**src/rtl/uart_ovs_if.sv**
```systemverilog
// uart_ovs_if: uart_ovs bus (baud_div, ss/data/busy TX side, dout/din serial lines, rec_data/rec_valid/rr FIFO, err_clr and sticky error flags)
interface uart_ovs_if #(parameter int DIV_WIDTH = 16, parameter int DATA_BITS = 8);
  logic [DIV_WIDTH-1:0] baud_div;
  logic ss;
  logic [DATA_BITS-1:0] data;
  logic busy;
  logic dout;
  logic din;
  logic [DATA_BITS-1:0] rec_data;
  logic rec_valid;
  logic rr;
  logic err_clr;
  logic rx_overrun;
  logic rx_frame_err;
  logic rx_parity_err;
  modport master (
    output baud_div, ss, data, din, rr, err_clr,
    input busy, dout, rec_data, rec_valid, rx_overrun, rx_frame_err, rx_parity_err
  );
  modport slave (
    input baud_div, ss, data, din, rr, err_clr,
    output busy, dout, rec_data, rec_valid, rx_overrun, rx_frame_err, rx_parity_err
  );
endinterface

```
**src/rtl/uart_ovs.sv**
```systemverilog
// uart_ovs: 16x-oversampled UART with runtime baud divisor, glitch-rejecting RX, optional parity, RX FIFO and sticky errors; ports sclk, reset (sync active-low), bus (uart_ovs_if.slave)
module uart_ovs #(
  parameter int DIV_WIDTH = 16,
  parameter int DATA_BITS = 8,
  parameter int PARITY_EN = 0,
  parameter int PARITY_ODD = 0,
  parameter int STOP_BITS = 1,
  parameter int FIFO_DEPTH = 4
) (
  input logic sclk,
  input logic reset,
  uart_ovs_if.slave bus
);
  typedef enum logic [2:0] {S_IDLE, S_START, S_DATA, S_PAR, S_STOP, S_BRK} st_t;
  localparam int AW = $clog2(FIFO_DEPTH);
  localparam int CW = AW + 1;
  localparam logic [CW-1:0] FULL = FIFO_DEPTH[CW-1:0];
  localparam logic [3:0] LAST = 4'(DATA_BITS - 1);
  localparam logic [4:0] STOP_END = 5'(16 * STOP_BITS - 1);
  logic [DIV_WIDTH-1:0] div_cnt;
  logic tick;
  assign tick = div_cnt == '0;
  always_ff @(posedge sclk)
    if (!reset) div_cnt <= '0;
    else div_cnt <= tick ? bus.baud_div : div_cnt - DIV_WIDTH'(1);
  st_t tx_st, tx_nx;
  logic [4:0] tx_tc;
  logic [3:0] tx_bc;
  logic [DATA_BITS-1:0] tx_sh;
  logic tx_par, tx_done;
  assign tx_done = tick && tx_tc == (tx_st == S_STOP ? STOP_END : 5'd15);
  always_comb begin
    tx_nx = tx_st;
    case (tx_st)
      S_IDLE: tx_nx = bus.ss ? S_START : S_IDLE;
      S_START: tx_nx = tx_done ? S_DATA : S_START;
      S_DATA: tx_nx = tx_done && tx_bc == LAST ? (PARITY_EN != 0 ? S_PAR : S_STOP) : S_DATA;
      S_PAR: tx_nx = tx_done ? S_STOP : S_PAR;
      S_STOP: tx_nx = tx_done ? S_IDLE : S_STOP;
      default: tx_nx = S_IDLE;
    endcase
  end
  always_ff @(posedge sclk)
    if (!reset) tx_st <= S_IDLE;
    else tx_st <= tx_nx;
  always_ff @(posedge sclk)
    if (tx_st == S_IDLE) begin
      tx_sh <= bus.data;
      tx_par <= ^bus.data ^ 1'(PARITY_ODD);
      tx_tc <= '0;
      tx_bc <= '0;
    end else if (tick) begin
      tx_tc <= tx_done ? '0 : tx_tc + 5'd1;
      if (tx_done && tx_st == S_DATA) begin
        tx_sh <= tx_sh >> 1;
        tx_bc <= tx_bc + 4'd1;
      end
    end
  assign bus.busy = tx_st != S_IDLE;
  assign bus.dout = tx_st == S_START ? 1'b0 : tx_st == S_DATA ? tx_sh[0] : tx_st == S_PAR ? tx_par : 1'b1;
  logic [1:0] sync;
  logic rxd;
  assign rxd = sync[1];
  always_ff @(posedge sclk)
    if (!reset) sync <= 2'b11;
    else sync <= {sync[0], bus.din};
  st_t rx_st, rx_nx;
  logic [3:0] rx_tc, rx_bc;
  logic [DATA_BITS-1:0] rx_sh;
  logic rx_par, rx_samp, par_bad, push, fe_set, pe_set;
  assign rx_samp = tick && rx_tc == (rx_st == S_START ? 4'd7 : 4'd15);
  assign par_bad = PARITY_EN != 0 && (^rx_sh ^ rx_par) != 1'(PARITY_ODD);
  always_comb begin
    rx_nx = rx_st;
    push = 1'b0;
    fe_set = 1'b0;
    pe_set = 1'b0;
    case (rx_st)
      S_IDLE: rx_nx = rxd ? S_IDLE : S_START;
      S_START: rx_nx = !rx_samp ? S_START : rxd ? S_IDLE : S_DATA;
      S_DATA: rx_nx = rx_samp && rx_bc == LAST ? (PARITY_EN != 0 ? S_PAR : S_STOP) : S_DATA;
      S_PAR: rx_nx = rx_samp ? S_STOP : S_PAR;
      S_STOP:
        if (rx_samp) begin
          rx_nx = rxd ? S_IDLE : S_BRK;
          fe_set = !rxd;
          pe_set = rxd && par_bad;
          push = rxd && !par_bad;
        end
      S_BRK: rx_nx = rxd ? S_IDLE : S_BRK;
      default: rx_nx = S_IDLE;
    endcase
  end
  always_ff @(posedge sclk)
    if (!reset) rx_st <= S_IDLE;
    else rx_st <= rx_nx;
  always_ff @(posedge sclk)
    if (rx_st == S_IDLE) begin
      rx_tc <= '0;
      rx_bc <= '0;
    end else if (tick) begin
      rx_tc <= rx_samp ? '0 : rx_tc + 4'd1;
      if (rx_samp && rx_st == S_DATA) begin
        rx_sh <= {rxd, rx_sh[DATA_BITS-1:1]};
        rx_bc <= rx_bc + 4'd1;
      end
      if (rx_samp && rx_st == S_PAR) rx_par <= rxd;
    end
  logic [DATA_BITS-1:0] mem [FIFO_DEPTH];
  logic [AW-1:0] wp, rp;
  logic [CW-1:0] cnt;
  logic full, pop, wr;
  assign full = cnt == FULL;
  assign pop = bus.rr && bus.rec_valid;
  assign wr = push && (!full || pop);
  always_ff @(posedge sclk)
    if (wr) mem[wp] <= rx_sh;
  always_ff @(posedge sclk)
    if (!reset) begin
      wp <= '0;
      rp <= '0;
      cnt <= '0;
    end else begin
      wp <= wr ? wp + AW'(1) : wp;
      rp <= pop ? rp + AW'(1) : rp;
      cnt <= cnt + CW'(wr) - CW'(pop);
    end
  assign bus.rec_data = mem[rp];
  assign bus.rec_valid = cnt != '0;
  always_ff @(posedge sclk)
    if (!reset) begin
      bus.rx_overrun <= 1'b0;
      bus.rx_frame_err <= 1'b0;
      bus.rx_parity_err <= 1'b0;
    end else begin
      bus.rx_overrun <= (bus.rx_overrun & ~bus.err_clr) | (push & full & ~pop);
      bus.rx_frame_err <= (bus.rx_frame_err & ~bus.err_clr) | fe_set;
      bus.rx_parity_err <= (bus.rx_parity_err & ~bus.err_clr) | pe_set;
    end
endmodule
```
**src/flat_wrapper.sv**
```systemverilog
// flat-port wrapper written by rule: the top's interface ports become plain ports
module uart_ovs_flat 
#(
  parameter int DIV_WIDTH = 16,
  parameter int DATA_BITS = 8,
  parameter int PARITY_EN = 0,
  parameter int PARITY_ODD = 0,
  parameter int STOP_BITS = 1,
  parameter int FIFO_DEPTH = 4
)
  (sclk, reset, bus_baud_div, bus_ss, bus_data, bus_din, bus_rr, bus_err_clr, bus_busy, bus_dout, bus_rec_data, bus_rec_valid, bus_rx_overrun, bus_rx_frame_err, bus_rx_parity_err);
  uart_ovs_if #(.DIV_WIDTH(DIV_WIDTH), .DATA_BITS(DATA_BITS)) bus_i ();
  input logic sclk;
  input logic reset;
  input wire logic [$bits(bus_i.baud_div)-1:0] bus_baud_div;
  input wire logic [$bits(bus_i.ss)-1:0] bus_ss;
  input wire logic [$bits(bus_i.data)-1:0] bus_data;
  input wire logic [$bits(bus_i.din)-1:0] bus_din;
  input wire logic [$bits(bus_i.rr)-1:0] bus_rr;
  input wire logic [$bits(bus_i.err_clr)-1:0] bus_err_clr;
  output wire logic [$bits(bus_i.busy)-1:0] bus_busy;
  output wire logic [$bits(bus_i.dout)-1:0] bus_dout;
  output wire logic [$bits(bus_i.rec_data)-1:0] bus_rec_data;
  output wire logic [$bits(bus_i.rec_valid)-1:0] bus_rec_valid;
  output wire logic [$bits(bus_i.rx_overrun)-1:0] bus_rx_overrun;
  output wire logic [$bits(bus_i.rx_frame_err)-1:0] bus_rx_frame_err;
  output wire logic [$bits(bus_i.rx_parity_err)-1:0] bus_rx_parity_err;
  assign bus_i.baud_div = bus_baud_div;
  assign bus_i.ss = bus_ss;
  assign bus_i.data = bus_data;
  assign bus_i.din = bus_din;
  assign bus_i.rr = bus_rr;
  assign bus_i.err_clr = bus_err_clr;
  assign bus_busy = bus_i.busy;
  assign bus_dout = bus_i.dout;
  assign bus_rec_data = bus_i.rec_data;
  assign bus_rec_valid = bus_i.rec_valid;
  assign bus_rx_overrun = bus_i.rx_overrun;
  assign bus_rx_frame_err = bus_i.rx_frame_err;
  assign bus_rx_parity_err = bus_i.rx_parity_err;
  uart_ovs #(.DIV_WIDTH(DIV_WIDTH), .DATA_BITS(DATA_BITS), .PARITY_EN(PARITY_EN), .PARITY_ODD(PARITY_ODD), .STOP_BITS(STOP_BITS), .FIFO_DEPTH(FIFO_DEPTH)) u_core (.sclk(sclk), .reset(reset), .bus(bus_i));
endmodule
```
**config.mk**
```make
export PLATFORM = sky130hd
export DESIGN_NAME = uart_ovs_flat
export DESIGN_NICKNAME = d
export VERILOG_FILES = /design/src/rtl/uart_ovs_if.sv /design/src/rtl/uart_ovs.sv /design/src/flat_wrapper.sv
export SDC_FILE = /design/constraint.sdc
export NUM_CORES = 1
export LEC_CHECK = 0
export BUFFER_PORTS_ARGS = -buffer_cell sky130_fd_sc_hd__buf_2
export CAP_MARGIN = 25
export CORE_ASPECT_RATIO = 0.7
export CORE_UTILIZATION = 59
export DETAILED_ROUTE_END_ITERATION = 6
export GPL_TIMING_DRIVEN = 0
export PLACE_DENSITY_LB_ADDON = 0.1
export REMOVE_ABC_BUFFERS = 1
export SLEW_MARGIN = 20
export SYNTH_ARGS = -nofsm -noshare
export SYNTH_HDL_FRONTEND = slang
export SYNTH_SLANG_ARGS = --single-unit
export TNS_END_PERCENT = 50
```
**constraint.sdc**
```tcl
create_clock -name sclk -period 3.6 [get_ports sclk]
set_input_delay 0.9 -clock sclk [delete_from_list [all_inputs] [get_ports sclk]]
set_output_delay 0.9 -clock sclk [all_outputs]
set_load 0.03 [all_outputs]
```
==> reports/qor.yml, run 1 <==
die:
  io_pins: 44
  die_x_um: 106.1
  rows: 26
  dieArea_mm2: 0.007942
  die_y_um: 74.86
  start_util_pct: 61.13
  core_mm2: 0.007320
finish:
  final_util_pct: 67.54
  fin_area_mm2: 0.004943
  syn2layout_area_growth_pct: 10.49
  drive_gt1_share_pct: 18.18
  fin_cells: 538
  fin_nets: 477
  n_antenna_cell: 0
clock_network:
  cts_tree: "done"
  clkTransAtPathRegs_ps: 100
  cts_buffers: 9
  htree_levels: 3
  cts-root-buf: "clkbuf_8"
  post-cts-setup-buffer-count: 0
  worstSkewPairLatency_ps: 370
  cts-resized-gates: 0
  holdBufCountCts: 0
  cts_sinks: 102
  cts_buffer_depth: 2
global_route:
  overflow: 0
  grt_pass1_vias: 2687
  grt_max_degree: 36
  grt_usage_pct: 21.24
  grt_antenna_before_repair: 0
  grt_pass1_wl_mm: 12.78
synth:
  synth_common_cells: "53 x dfxtp_1, 49 x edfxtp_1, 41 x nand2_1"
  async_reset_ff_share_pct: 0
  ys_ff_latch: 102
  synth_ff_type: "dfxtp_1"
  netlist_area_mm2: 0.004474
  synth_top_area_cell: "edfxtp_1"
  ys_types: 55
  synth.most_common_cell: "dfxtp_1"
  synth_warnings: 0
  postSynthCellCount: 399
  synth-edff-count: 49
  yosysTopAreaCellShare_pct: 32.89
  synth.area.top_cells: "edfxtp_1 33%, dfxtp_1 24%, mux4_2 4.0%"
  seq_area_frac_synth_pct: 56.60
  avgSynthCellArea_um2: 11.21
power:
  ir_worst_vdd_v: 0.0005633
  p_int_mw: 2.093
  fin_total_pwr_mw: 3.175
  switching_share_pct: 34.08
  power_frac_comb_pct: 30.3
  power.share.clock_pct: 23.0
  power_switching_mw: 1.082
  pwr-share-seq_pct: 46.6
  power_density_mw_per_mm2: 642.2
  power.leakage_nw: 1.842
route:
  antenna_left: 0
  wl_per_cell_um: 14.59
  drtIter0Drc: 191
  drc: 1
  dr.pass1.iters: 6
  wirelength_mm: 7.849
  vias_per_cell: 5.589
  vias: 3007
setup_path:
  required_ps: 3840
  reg2reg_from: "u_core.div_cnt[0]"
  path_class: "flop to flop"
  arrival_ps: 3540
  path_buf_inv: 2
  cp_top_family: "simple AND/OR/NAND/NOR gates"
  path_depth: 10
  crit_chain: "inv_1, ha_1, or3b_1, or4_1, nor4b_4, ha_1, inv_1, fa_1, xnor2_1, nor2_1"
  r2r_slack_ps: 300
  cp_slowest_stage_delay_ps: 690
  reg2reg_depth: 10
  worstReg2RegEnd: "u_core.cnt[2]"
  critPathCaptureType: "flop"
  startpoint_type: "flop"
  cp_slowest_cell: "or4_1"
  cp_max_fo: 8
timing:
  tightestPinTransition_ps: 912.6
  skew_ps: 17.22
  rsz0062_at_grt: "no"
  max_freq_mhz: 303.2
  min_period_ps: 3299
  setup_violations: 0
  relSlewSlack_pct: 39.03
  finalSetupTns_ps: 0
  period_share_pct: 91.63
  drv_slew: 0
  hold_violations: 0
placement:
  placed_cells: 522
  gp_congestion: 0.7835
  hpwl_mm: 5.311
  port_buffers: 43
  place_area_mm2: 0.004741
min_path:
  hold_end: "u_core.sync[1]"
  min_path_cells: 1
  hp-class: "flop to flop"
  min_from: "u_core.sync[0]"
job:
  drv_cap: 0
outcome:
  run_status: "complete, but fails checks"
  violations: "DRC"
-- per-layer routing --
layer | up-vias | wire length [µm] | global-route usage [%]
li1 | 1510 | - | -
met1 | 1429 | 3837 | 28.43
met2 | 61 | 3588 | 33.12
met3 | 7 | 352 | 7.879
met4 | 0 | 72 | 5.556
met5 | - | 0 | 0
-- area by class of cell --
class                      instances  area (µm²)
inverter                          20       75.07
tap                               98       122.6
multi-input combinational        259        1798
sequential                       102        2532
fill                             580        2376
timing repair buffer              43       215.2
clock buffer                      12       146.4
clock inverter                     4       53.80
-- layout by cell type, fill, tap and decap left out, drive strengths merged, types with 2 or more instances in the layout --
cell	n
a22o	2
a41oi	2
nor4	5
clkbuf	12
o32a	2
a31oi	4
nand2	41
mux2	2
a21oi	16
buf	43
ha	11
and3	5
edfxtp	49
inv	22
xnor2	16
mux2i	2
mux4	8
o21ai	12
o31ai	3
nand2b	6
and2	7
or3	8
nor3b	3
xor2	8
nand3	13
dfxtp	53
or4	6
a211oi	3
nor2	33
or2	5
o211ai	6
nand4	3
nor4b	2
nor3	7
a22oi	2
-- cells by family after synthesis --
group	count (synthesis)	share of synthesized area [%]
fa+ha+maj	12	3.523
xor+xnor	24	4.698
mux	12	5.061
flops	102	56.60
compound gates	61	9.005
buf+inv	38	3.272
simple gates	150	17.84
-- state kept, by name, indices dropped and copies added (netlist names), 4 cells and up, named ones only --
register and flops:
u_core.div_cnt 16, u_core.rx_bc 4, u_core.mem 32, u_core.tx_tc 5, u_core.tx_bc 4, u_core.rx_tc 4
u_core.tx_sh 8, u_core.rx_sh 8
-- how the worst max path moves through the flow --
stage,from,to
floorplan,u_core.div_cnt[0],u_core.cnt[2]
global placement,u_core.div_cnt[0],u_core.tx_sh[5]
detailed placement,u_core.div_cnt[0],u_core.tx_bc[3]
CTS,u_core.div_cnt[0],u_core.tx_bc[3]
global route,u_core.div_cnt[0],u_core.cnt[2]
finish,u_core.div_cnt[0],u_core.cnt[2]
-- metrics by stage --
step                      worst slack, ps  hold slack [ps]
after detailed placement            282.9            403.0
after floorplan                     655.8            386.3
after CTS                           243.9            412.3
after global routing                142.9            414.1
final                               301.5            400.0
after global placement              148.9            399.1
-- power groups by stage --
stage | logic (mW) | clock network [mW] | registers, mW
global route | 1.07 | 0.799 | 1.51
CTS | 0.962 | 0.754 | 1.48
floorplan | 0.774 | 0 | 1.47
finish | 0.963 | 0.731 | 1.48
global placement | 0.938 | 0 | 1.51
detailed placement | 0.955 | 0 | 1.51
Power figures use the tool's default switching activity.
==> run 2, diff against run 1 <==
CTS_BUF_LIST = sky130_fd_sc_hd__clkbuf_16   (was not set)
==> run 2 against run 1 <==
The flow still finishes with violations (DRC). Combinational power is 5% higher. Routed wire length is 1.7% higher. Via count is 0.37% lower. First-iteration DRC count is 12% lower. Sequential power hardly changed. Flip-flop and latch count stayed put. Register-to-register slack hardly changed. Setup slack better by 12 ps. Clock skew is 6.4 ps lower. Global-route usage is 0.098 points lower. Die area stayed put. Worst hold slack better by 3.7 ps.
==> reports/qor.yml, run 2 (same netlist as run 1, synthesis figures left out) <==
setup_path:
  arrival_ps: 3490  # -50 ps
  critPathCaptureType: "flop"
  cp_slowest_stage_delay_ps: 680  # about the same
  cp_max_fo: 8  # unchanged
  crit_chain: "inv_1, ha_1, or3b_1, or4_1, nor4b_4, ha_1, inv_1, fa_1, xnor2_1, nor2_1"
  cp_slowest_cell: "or4_1"
  path_class: "flop to flop"
  required_ps: 3800  # -40 ps
  startpoint_type: "flop"
die:
  dieArea_mm2: 0.007942  # unchanged
  rows: 26  # unchanged
  die_x_um: 106.1  # unchanged
  die_y_um: 74.86  # unchanged
  io_pins: 44  # unchanged
  start_util_pct: 61.13  # unchanged
  core_mm2: 0.007320  # unchanged
clock_network:
  post-cts-setup-buffer-count: 0  # unchanged
  cts_buffer_depth: 2  # unchanged
  htree_levels: 3  # unchanged
  worstSkewPairLatency_ps: 340  # -30 ps
  clkTransAtPathRegs_ps: 70  # -30 ps
  cts-resized-gates: 0  # unchanged
  cts_sinks: 102  # unchanged
  cts_buffers: 9  # unchanged
  cts_tree: "done"
  holdBufCountCts: 0  # unchanged
  cts-root-buf: "clkbuf_16"
global_route:
  grt_pass1_wl_mm: 12.80  # +0.16%
  grt_max_degree: 36  # unchanged
  grt_antenna_before_repair: 0  # unchanged
  grt_usage_pct: 21.14  # -0.098 points
  overflow: 0  # unchanged
  grt_pass1_vias: 2691  # +0.15%
timing:
  relSlewSlack_pct: 40.32  # +1.3 points
  drv_slew: 0  # unchanged
  setup_violations: 0  # unchanged
  period_share_pct: 91.30  # -0.32 points
  max_freq_mhz: 304.2  # +0.35%
  min_period_ps: 3287  # -11.64 ps
  finalSetupTns_ps: 0  # unchanged
  tightestPinTransition_ps: 893.4  # -19.18 ps
  skew_ps: 10.87  # -6.358 ps
  rsz0062_at_grt: "no"
  hold_violations: 0  # unchanged
  setup_ws_ps: 313.1  # +11.64 ps
finish:
  drive_gt1_share_pct: 17.69  # -0.49 points
  largest_registers: "u_core.mem: 32 flops, u_core.div_cnt: 16 flops"
  regMostFlops: "u_core.mem"
  fin_nets: 478  # +0.21%
  syn2layout_area_growth_pct: 13.06
  n_antenna_cell: 0  # unchanged
  final_util_pct: 69.11  # +1.6 points
  mostFrequentLayoutCell: "dfxtp_1"
  final_cell_mix: "53 x dfxtp_1, 49 x edfxtp_1, 43 x buf_2"
  largest_reg_flops: 32  # unchanged
outcome:
  run_status: "complete, but fails checks"
  violations: "DRC"
placement:
  hpwl_mm: 5.311  # unchanged
  gp_congestion: 0.7835  # unchanged
  dp_slack_ps: 282.9  # unchanged
  port_buffers: 43  # unchanged
route:
  vias: 2996  # -0.37%
  vias_per_cell: 5.558  # -0.55%
  drc: 1  # unchanged
  drtIter0Drc: 169  # -12%
  wl_per_cell_um: 14.81  # +1.5%
  dr.pass1.iters: 6  # unchanged
  antenna_left: 0  # unchanged
  wirelength_mm: 7.984  # +1.7%
power:
  ir_worst_vdd_v: 0.0007073  # +26%
  power_density_mw_per_mm2: 678.2  # +5.6%
  power.leakage_nw: 1.901  # +3.2%
job:
  drv_cap: 0  # unchanged
min_path:
  hp-class: "flop to flop"
run 2: changes by cell type in the layout (fill, tap and decap cells not counted), sizes merged:
cell / previous run / this run
buf: 43 / 44
clkbuf: 12 / 9
clkinv: 1 / 2
inv: 22 / 24
run 2: per-stage QoR:
stage | power, mW | hold slack [ps] | std cells | instance area [µm²]
finish | 3.431 | 403.7 | 539 | 5059
global route | 3.636 | 414.6 | 539 | 5059
CTS | 3.422 | 412.0 | 538 | 5031
detailed placement | 2.465 | 403.0 | 522 | 4741
global placement | 2.444 | 399.1 | 522 | 4741
floorplan | 2.248 | 386.3 | 381 | 4403
run 2: layout make-up:
| cell class | count | area [µm²] |
|---|---|---|
| Tap cell | 98 | 122.6 |
| Timing Repair Buffer | 44 | 242.7 |
| Multi-Input combinational cell | 259 | 1795 |
| Inverter | 20 | 75.07 |
| Clock buffer | 9 | 225.2 |
| Fill cell | 566 | 2261 |
| Clock inverter | 7 | 65.06 |
| Sequential cell | 102 | 2532 |
run 2: path summary, 6_finish.rpt:
check | to | slack [ps] | startpoint | cells past startpoint
min | u_core.sync[1] | 400 | u_core.sync[0] | 1
max reg2reg | u_core.cnt[2] | 310 | u_core.div_cnt[0] | 10
min reg2reg | u_core.sync[1] | 400 | u_core.sync[0] | 1
max | u_core.cnt[2] | 310 | u_core.div_cnt[0] | 10
run 2: power by group:
part | switching (mW) | internal [mW] | total, mW | leakage [nW]
combinational | 0.578 | 0.428 | 1.01 | 0.867
sequential | 0.137 | 1.35 | 1.48 | 0.884
clock | 0.405 | 0.535 | 0.940 | 0.150
run 2: layer usage:
layer	track usage (%)	up-vias	wire length (µm)	share of wire, %
met5	0	-	0	0
met4	5.093	0	33	0.41
met2	33.77	55	3786	47
li1	-	1519	-	-
met1	28.31	1418	3902	49
met3	7.100	4	262	3.3
run 2: worst max-delay path: cells and delay by family (launching register included):
kind,cells,cell delay [ps]
adders and majority gates,3,770
xor gates and xnor gates,1,170
buffers and inverters,2,120
and+or+nand+nor,4,1750
DFF,1,340
